**config.mk**
```make
export PLATFORM = sky130hd
export DESIGN_NAME = fetch_unit
export DESIGN_NICKNAME = d
export VERILOG_FILES = /design/src/rtl/rv_pkg.sv /design/src/rtl/sync_fifo.sv /design/src/rtl/fetch_unit.sv
export SDC_FILE = /design/constraint.sdc
export NUM_CORES = 1
export LEC_CHECK = 0
export ABC_CLOCK_PERIOD_IN_PS = 5840
export CAP_MARGIN = 15
export CORE_MARGIN = 8
export CORE_UTILIZATION = 55
export CTS_CLUSTER_SIZE = 30
export DETAILED_ROUTE_END_ITERATION = 16
export DONT_BUFFER_PORTS = 1
export PLACE_DENSITY = 0.68
export SYNTH_ARGS = -nofsm -noshare
export SYNTH_HDL_FRONTEND = slang
export SYNTH_SLANG_ARGS = --single-unit
```
**constraint.sdc**
```tcl
create_clock -name clk -period 5.84 [get_ports clk]
set_clock_uncertainty 0.1 [all_clocks]
set_input_delay 0.584 -clock clk [delete_from_list [all_inputs] [get_ports clk]]
set_output_delay 0.584 -clock clk [all_outputs]
set_load 0.01 [all_outputs]
```
**src/rtl/rv_pkg.sv**
```systemverilog
// Shared front-end types: the {pc, instr} pair carried through the prefetch queue.
package rv_pkg;
   localparam int XLEN        = 32;
   localparam int INSTR_BYTES = 4;

   typedef struct packed {
      logic [XLEN-1:0] pc;
      logic [XLEN-1:0] instr;
   } fetch_entry_t;
endpackage

```
**src/rtl/sync_fifo.sv**
```systemverilog
// Power-of-2 synchronous FIFO with flush; head is read combinationally (no bypass).
module sync_fifo
   import rv_pkg::*;
#(
   parameter int  DEPTH = 4,
   parameter type T     = fetch_entry_t
)(
   input  logic                   clk,
   input  logic                   rst,
   input  logic                   push,
   input  logic                   pop,
   input  logic                   flush,
   input  T                       din,
   output T                       dout,
   output logic [$clog2(DEPTH):0] count
);
   localparam int AW = $clog2(DEPTH);

   T           mem [DEPTH];
   logic [AW:0] wptr, rptr;
   logic        do_pop;

   // Extra pointer bit distinguishes full from empty; the difference is the fill level.
   assign count  = wptr - rptr;
   assign do_pop = pop && (count != '0);
   assign dout   = mem[rptr[AW-1:0]];

   always_ff @(posedge clk) begin
      if (rst || flush) begin
         wptr <= '0;
         rptr <= '0;
      end else begin
         if (push)   wptr <= wptr + 1'b1;
         if (do_pop) rptr <= rptr + 1'b1;
      end
   end

   always_ff @(posedge clk) begin
      if (push && !rst && !flush) mem[wptr[AW-1:0]] <= din;
   end
endmodule

```
**src/rtl/fetch_unit.sv**
```systemverilog
// Fetch front end: PC, one-deep in-flight tracking against a 1-cycle imem, and a prefetch queue.
module fetch_unit
   import rv_pkg::*;
#(
   parameter int               WIDTH    = 32,
   parameter int               DEPTH    = 4,
   parameter logic [WIDTH-1:0] RESET_PC = '0
)(
   input  logic                   clk,
   input  logic                   rst,
   output logic                   imem_req,
   output logic [WIDTH-1:0]       imem_addr,
   input  logic [WIDTH-1:0]       imem_rdata,
   input  logic                   redirect,
   input  logic [WIDTH-1:0]       redirect_pc,
   output logic                   instr_valid,
   input  logic                   instr_ready,
   output logic [WIDTH-1:0]       instr,
   output logic [WIDTH-1:0]       instr_pc,
   output logic [$clog2(DEPTH):0] occupancy
);
   localparam int             CW     = $clog2(DEPTH) + 1;
   localparam logic [CW:0]    DEPTH_C = (CW+1)'(DEPTH);

   typedef struct packed {
      logic [WIDTH-1:0] pc;
      logic [WIDTH-1:0] instr;
   } entry_t;

   logic [WIDTH-1:0] fetch_pc, inflight_pc_q;
   logic             inflight_q, push, pop, unused_lsb;
   logic [CW-1:0]    count;
   logic [CW:0]      pending;
   entry_t           wr, head;

   // Credit counts queued plus in-flight entries, so a response can always be absorbed.
   assign pending    = {1'b0, count} + {{CW{1'b0}}, inflight_q};
   assign imem_req   = !rst && !redirect && (pending < DEPTH_C);
   assign imem_addr  = fetch_pc;
   assign unused_lsb = ^redirect_pc[1:0];

   assign push        = inflight_q && !redirect;
   assign pop         = instr_valid && instr_ready;
   assign wr          = '{pc: inflight_pc_q, instr: imem_rdata};
   assign instr_valid = (count != '0);
   assign instr       = head.instr;
   assign instr_pc    = head.pc;
   assign occupancy   = count;

   always_ff @(posedge clk) begin
      if (rst) begin
         fetch_pc      <= RESET_PC;
         inflight_q    <= 1'b0;
         inflight_pc_q <= RESET_PC;
      end else if (redirect) begin
         fetch_pc   <= {redirect_pc[WIDTH-1:2], 2'b00};
         inflight_q <= 1'b0;
      end else begin
         inflight_q <= imem_req;
         if (imem_req) begin
            fetch_pc      <= fetch_pc + WIDTH'(INSTR_BYTES);
            inflight_pc_q <= fetch_pc;
         end
      end
   end

   sync_fifo #(.DEPTH(DEPTH), .T(entry_t)) u_fifo (
      .clk   (clk),
      .rst   (rst),
      .push  (push),
      .pop   (pop),
      .flush (redirect),
      .din   (wr),
      .dout  (head),
      .count (count)
   );
endmodule
```
# == Yosys cells after proc, flatten, opt, wreduce, memory -nomap -nowiden ==
# Memory sizes are Yosys's and may differ from the RTL's. A register that Yosys moved wholly into a read port is not among the register bits.
# Cells that the tools add are included.
# op_classes
muxes,6
addsub,5
reduce_logical,14
bitwise,1
order_cmp,1
# op_table
operator,count
32-bit 2-to-1 mux,2
32-bit by 3-bit adder with 32-bit output (second input constant),1
1-bit logical AND,7
3-bit by 1-bit adder with 3-bit output (second input constant),2
3-bit by 1-bit adder with 4-bit output,1
4-bit by 3-bit < comparator with 1-bit output (second input constant),1
2-bit 2-to-1 mux,2
3-bit nonzero test,1
3-bit subtractor,1
1-bit zero test,2
1-bit 2-to-1 mux,2
2-bit AND reduction,1
2-bit nonzero test,1
2-bit OR reduction,1
1-bit logical OR,1
1-bit inverter,1
# word_totals
ff_bits,71
word_cells,34
input_bits,68
output_inout_bits,101
mem_bits_rw,256
mem_count,1
# mem_list
name,words,word_bits,read_ports,rd_ports_with_merged_regs,write_ports,line,rtl
u_fifo.mem,4,64,1,1,1,sync_fifo.sv:19,T mem [DEPTH];

# == Depth between registers and ports, before layout ==
# logic_depth
ltp_word,6
ltp_mapped,10
mapped_depth_nobuf,8

# == Hierarchy ==
# A second synthesis with hierarchy kept.
# unflattened
hier_cells,746
hier_area_um2,12555.8
# by_module_without_submodules
mod,cells_each,seq_area_each_um2,area_per_inst_um2,instances
sync_fifo,381,7847.5,9658.0,1
fetch_unit,365,1221.2,2897.8,1

# == Least setup slack after synthesis ==
# OpenSTA, ideal clock, no wires.
# synth_path
path_kind,input -> register
from,input port redirect
to,"memory u_fifo.mem[3][0] (netlist bit), enable pin"
setup_slack_ps,1405
setup_ps,482
required_time_ps,5258
path_buffers,2
stages,4
arrival_time_ps,3853
cell_sequence,clkbuf_1 > or2_2 > clkbuf_1 > nor2_1
# synth_via
elab_chain_cells,6
# synth_lines
element,line,rtl
from (decl),fetch_unit.sv:14,"input logic redirect,"
1-bit zero test *,"sync_fifo.sv:39, fetch_unit.sv:42",
1-bit logical AND,fetch_unit.sv:42,assign push = inflight_q && !redirect;
1-bit logical AND,sync_fifo.sv:39,if (push && !rst && !flush) mem[wptr[AW-1:0]] <= din;
1-bit logical AND *,sync_fifo.sv:39,
1-bit 2-to-1 mux *,sync_fifo.sv:39,
1-bit 2-to-1 mux (implied by the code) *,sync_fifo.sv:39,
to (decl),sync_fifo.sv:19,
# Every way passes the cells marked *; elsewhere a longest branch is shown, timed or not.

# == Final worst setup path ==
# layout_path
from,register u_fifo.wptr[0]
to,output port imem_req
# layout_via
elab_chain_cells,4
# layout_lines
element,line,rtl
from (decl),sync_fifo.sv:20,"logic [AW:0] wptr, rptr;"
from (signal assigned),sync_fifo.sv:33,if (push) wptr <= wptr + 1'b1;
3-bit subtractor,sync_fifo.sv:24,assign count = wptr - rptr;
3-bit by 1-bit adder with 4-bit output,fetch_unit.sv:37,"assign pending = {1'b0, count} + {{CW{1'b0}}, inflight_q};"
4-bit by 3-bit < comparator with 1-bit output,fetch_unit.sv:38,assign imem_req = !rst && !redirect && (pending < DEPTH_C);
1-bit logical AND,fetch_unit.sv:38,
to (decl),fetch_unit.sv:11,"output logic imem_req,"
# No other way between the ends.

==> parameters.txt <==
Parameter                              Value

Status
  Result of the run    finished, final reports clean

Min path
  Min-Delay Startpoint    rst
  Worst hold-check path type    in -> reg

Cells and area
  Most frequent cells in the layout    sky130_fd_sc_hd__edfxtp_1 (248), sky130_fd_sc_hd__nand2_1 (82), sky130_fd_sc_hd__dfxtp_1 (67), sky130_fd_sc_hd__mux4_2 (62)
  Final instance area    0.0137 mm²
  Count of filler cells inserted in the layout    1614
  Core utilization of the finished layout    61.0%
  Proportion of layout cells with a drive suffix above 1    17.9%
  Relative area change from synthesis to final layout    10.3%
  Net count of the finished layout    817
  Count of inserted antenna diode cells    0
  Leading cell type in the layout, fill and taps excluded    sky130_fd_sc_hd__edfxtp_1

Route
  Number of DRC violations after detailed routing    0
  Count of TritonRoute iterations in the first routing pass    6
  Routed WL    25900 µm
  Routed met1 length    10500 µm
  Post-route ant nets    0
  Metal3 WL    2590 µm
  Vias after detailed routing    6536
  Top routing layer in use    met4
  Drt via density    6.22
  Average detailed-routed wire length per instance    24.7 µm
  Initial drt markers    546
  Routed length on met2    12300 µm

Logic synthesis
  Number of enable flip-flop cells after synthesis    248
  Synthesis warning total    0
  Distinct cell type count after synthesis    52
  Number of standard cells after synthesis    743
  Cell type with the highest aggregate area in the netlist    sky130_fd_sc_hd__edfxtp_1
  Post-synthesis async set-or-reset flop share    0%
  Biggest area contributors in the synthesized netlist    sky130_fd_sc_hd__edfxtp_1 (60%), sky130_fd_sc_hd__mux4_2 (11%), sky130_fd_sc_hd__dfxtp_1 (11%), sky130_fd_sc_hd__nand2_1 (2.5%), sky130_fd_sc_hd__a21oi_1 (1.3%)
  Number of flip-flops and latches in the synthesized netlist    317
  Sequential fraction of the synthesis area    71.4%
  Total standard cell area after synthesis    0.0124 mm²
  Avg Cell Area, Syn    16.7 µm²
  Post-synth top area share    60.2%
  Most common flop cell mapped by yosys    sky130_fd_sc_hd__edfxtp_1

Placement
  Pre-CTS setup slack    2.37 ns
  Post-detailed-placement half-perimeter wirelength    15600 µm
  Placed cell areas    0.0126 mm²
  Port-buffer cells    0
  Final GP Congestion    0.810

Power and ir drop
  Switching fraction of total power    20.1%
  P_sw    0.912 mW
  Leak    4.37 nW
  Power Density    332 mW/mm²
  Power share of the clock group    41.9%
  Power share of the sequential group    55.4%
  Combinational group share of total power    2.8%
  Worst IR Drop VDD    196 µV
  Internal    3.63 mW
  Total power after layout    4.54 mW

GRT
  Largest net degree at the start of global routing    63
  Wire length of the first global-routing pass    40100 µm
  Number of antenna violations at the first check in global routing    0
  Aggregate global-route resource usage    18.5%
  Residual overflow from global routing    0
  Vias in the first global route    6684

Timing
  Slew Limit Headroom    23.1%
  Sum of negative setup slack    0 ns
  Peak Freq    247 MHz
  Final Critical Period    4.05 ns
  Count of final max-slew check failures    0
  Post-route clock period utilization    69.3%
  Slew @ Worst Pin    1.14 ns
  Hold Fails Final Rpt    0
  Post-layout worst setup margin    1.79 ns
  Setup violation total in the final timing report    0
  Setup repair after global routing missed its margin    no

Critical path
  Setup slack, reg-to-reg    2.60 ns
  Max incr delay on CP    0.52 ns
  Category of the worst setup path capture point    output pin
  Worst Path Buf+Inv    4
  CP delay by family, top    buffers and inverters
  Critical Path RT    5.16 ns
  Ordered list of cells on the worst path    inv_1 > ha_1 > fa_1 > or3b_1 > nand3_1 > buf_4 > inv_1 > buf_4
  Slowest-stage cell, CP    sky130_fd_sc_hd__fa_1
  Arrival time at the worst endpoint    3.36 ns
  Type of origin of the critical path    register
  Worst reg2reg path startpoint    u_fifo.wptr[0]
  Critical path launch point    u_fifo.wptr[0]
  Type of the worst setup path    reg -> out
  Biggest fanout along the worst timing path    36

Clocking
  CTS H-Tree Depth    1
  Worst skew pair latency    0.54 ns
  Root buf cell    sky130_fd_sc_hd__clkbuf_16
  Number of buffers created by CTS    31
  Clock transition at the registers of the reported paths    0.06 ns
  CTS tree    yes
  Number of buffers added for setup after CTS    0
  Buffer levels on the longest clock path    3
  Number of clock sinks    317

Floorplanning
  Number of primary I/O pins    169
  Starting Density    55.3%
  Placement Rows    55
  Horiz. Die Dim    166 µm
  Floorplan core area    0.0224 mm²
  Height of the die    166 µm
  Total die area    0.0276 mm²

Job
  Max-capacitance violation count    0
==> stage by stage <==
step	hold slack [ns]	cells
3_3_place_gp	0.369	988
6_report	0.0246	1050
4_1_cts	0.000448	1050
2_1_floorplan	0.360	746
3_5_place_dp	0.381	988
5_1_grt	0.00269	1050
==> timing repair <==
action	CTS	global route
hold buffers	5	0
endpoints found under the hold margin	14	0
resized for setup	0	0
==> power groups by stage <==
stage | Combinational (mW) | Clock, mW | Sequential (mW)
after floorplan | 0.113 | 0 | 2.53
after global placement | 0.112 | 0 | 2.56
after detailed placement | 0.115 | 0 | 2.56
after CTS | 0.128 | 1.94 | 2.51
after global routing | 0.138 | 2.03 | 2.52
final | 0.126 | 1.90 | 2.51
==> sequential cells by signal, indices dropped and copies added, names as in the netlist, named ones only <==
name and count:
u_fifo.mem 248, imem_addr 30, inflight_pc_q 30, u_fifo.rptr 3
u_fifo.wptr 3, inflight_q 1
==> final cells by class <==
| type | count | area, µm² | area share, % |
|---|---|---|---|
| timing repair buffer | 9 | 90.1 | 0.660 |
| sequential | 317 | 8840 | 64.7 |
| inverter | 15 | 58.8 | 0.431 |
| clock inverter | 12 | 88.8 | 0.651 |
| clock buffer | 45 | 910 | 6.66 |
| tap | 285 | 357 | 2.61 |
| multi-input combinational | 367 | 3310 | 24.3 |
==> routing by layer <==
metal	vias to the layer above	GRT usage (%)
li1	2925	-
met1	3283	23.2
met2	288	30.4
met3	40	6.77
met4	0	4.58
met5	-	0
==> synth_stat cells (all sizes together), types with 13 or more instances <==
| cell | count |
|---|---|
| clkbuf | 33 |
| nor2 | 26 |
| mux4 | 62 |
| edfxtp | 248 |
| dfxtp | 69 |
| nand4 | 15 |
| a21oi | 32 |
| and3 | 14 |
| buf | 14 |
| nand3 | 13 |
| nand2 | 82 |
| inv | 15 |
==> final timing paths <==
check	depth (start not counted)	end
setup / recovery	8	imem_req
hold / removal	1	imem_addr[12]
setup reg to reg	10	inflight_pc_q[2]
hold reg to reg	2	inflight_pc_q[24]
==> cells by family (layout without fill, tap and decap cells) <==
family,Yosys count,after routing,share of synthesized area (%)
XOR/XNOR,11,11,0.900
buffers and inverters,62,81,2.14
multiplexers,64,64,11.4
other,1,4,0.0303
flip-flops,317,317,71.4
adder cells (fa/ha/maj),8,8,0.870
AO/OA/AOI/OAI,86,86,5.08
AND/OR/NAND/NOR,194,194,8.18
(Power assumes the default switching activity.)
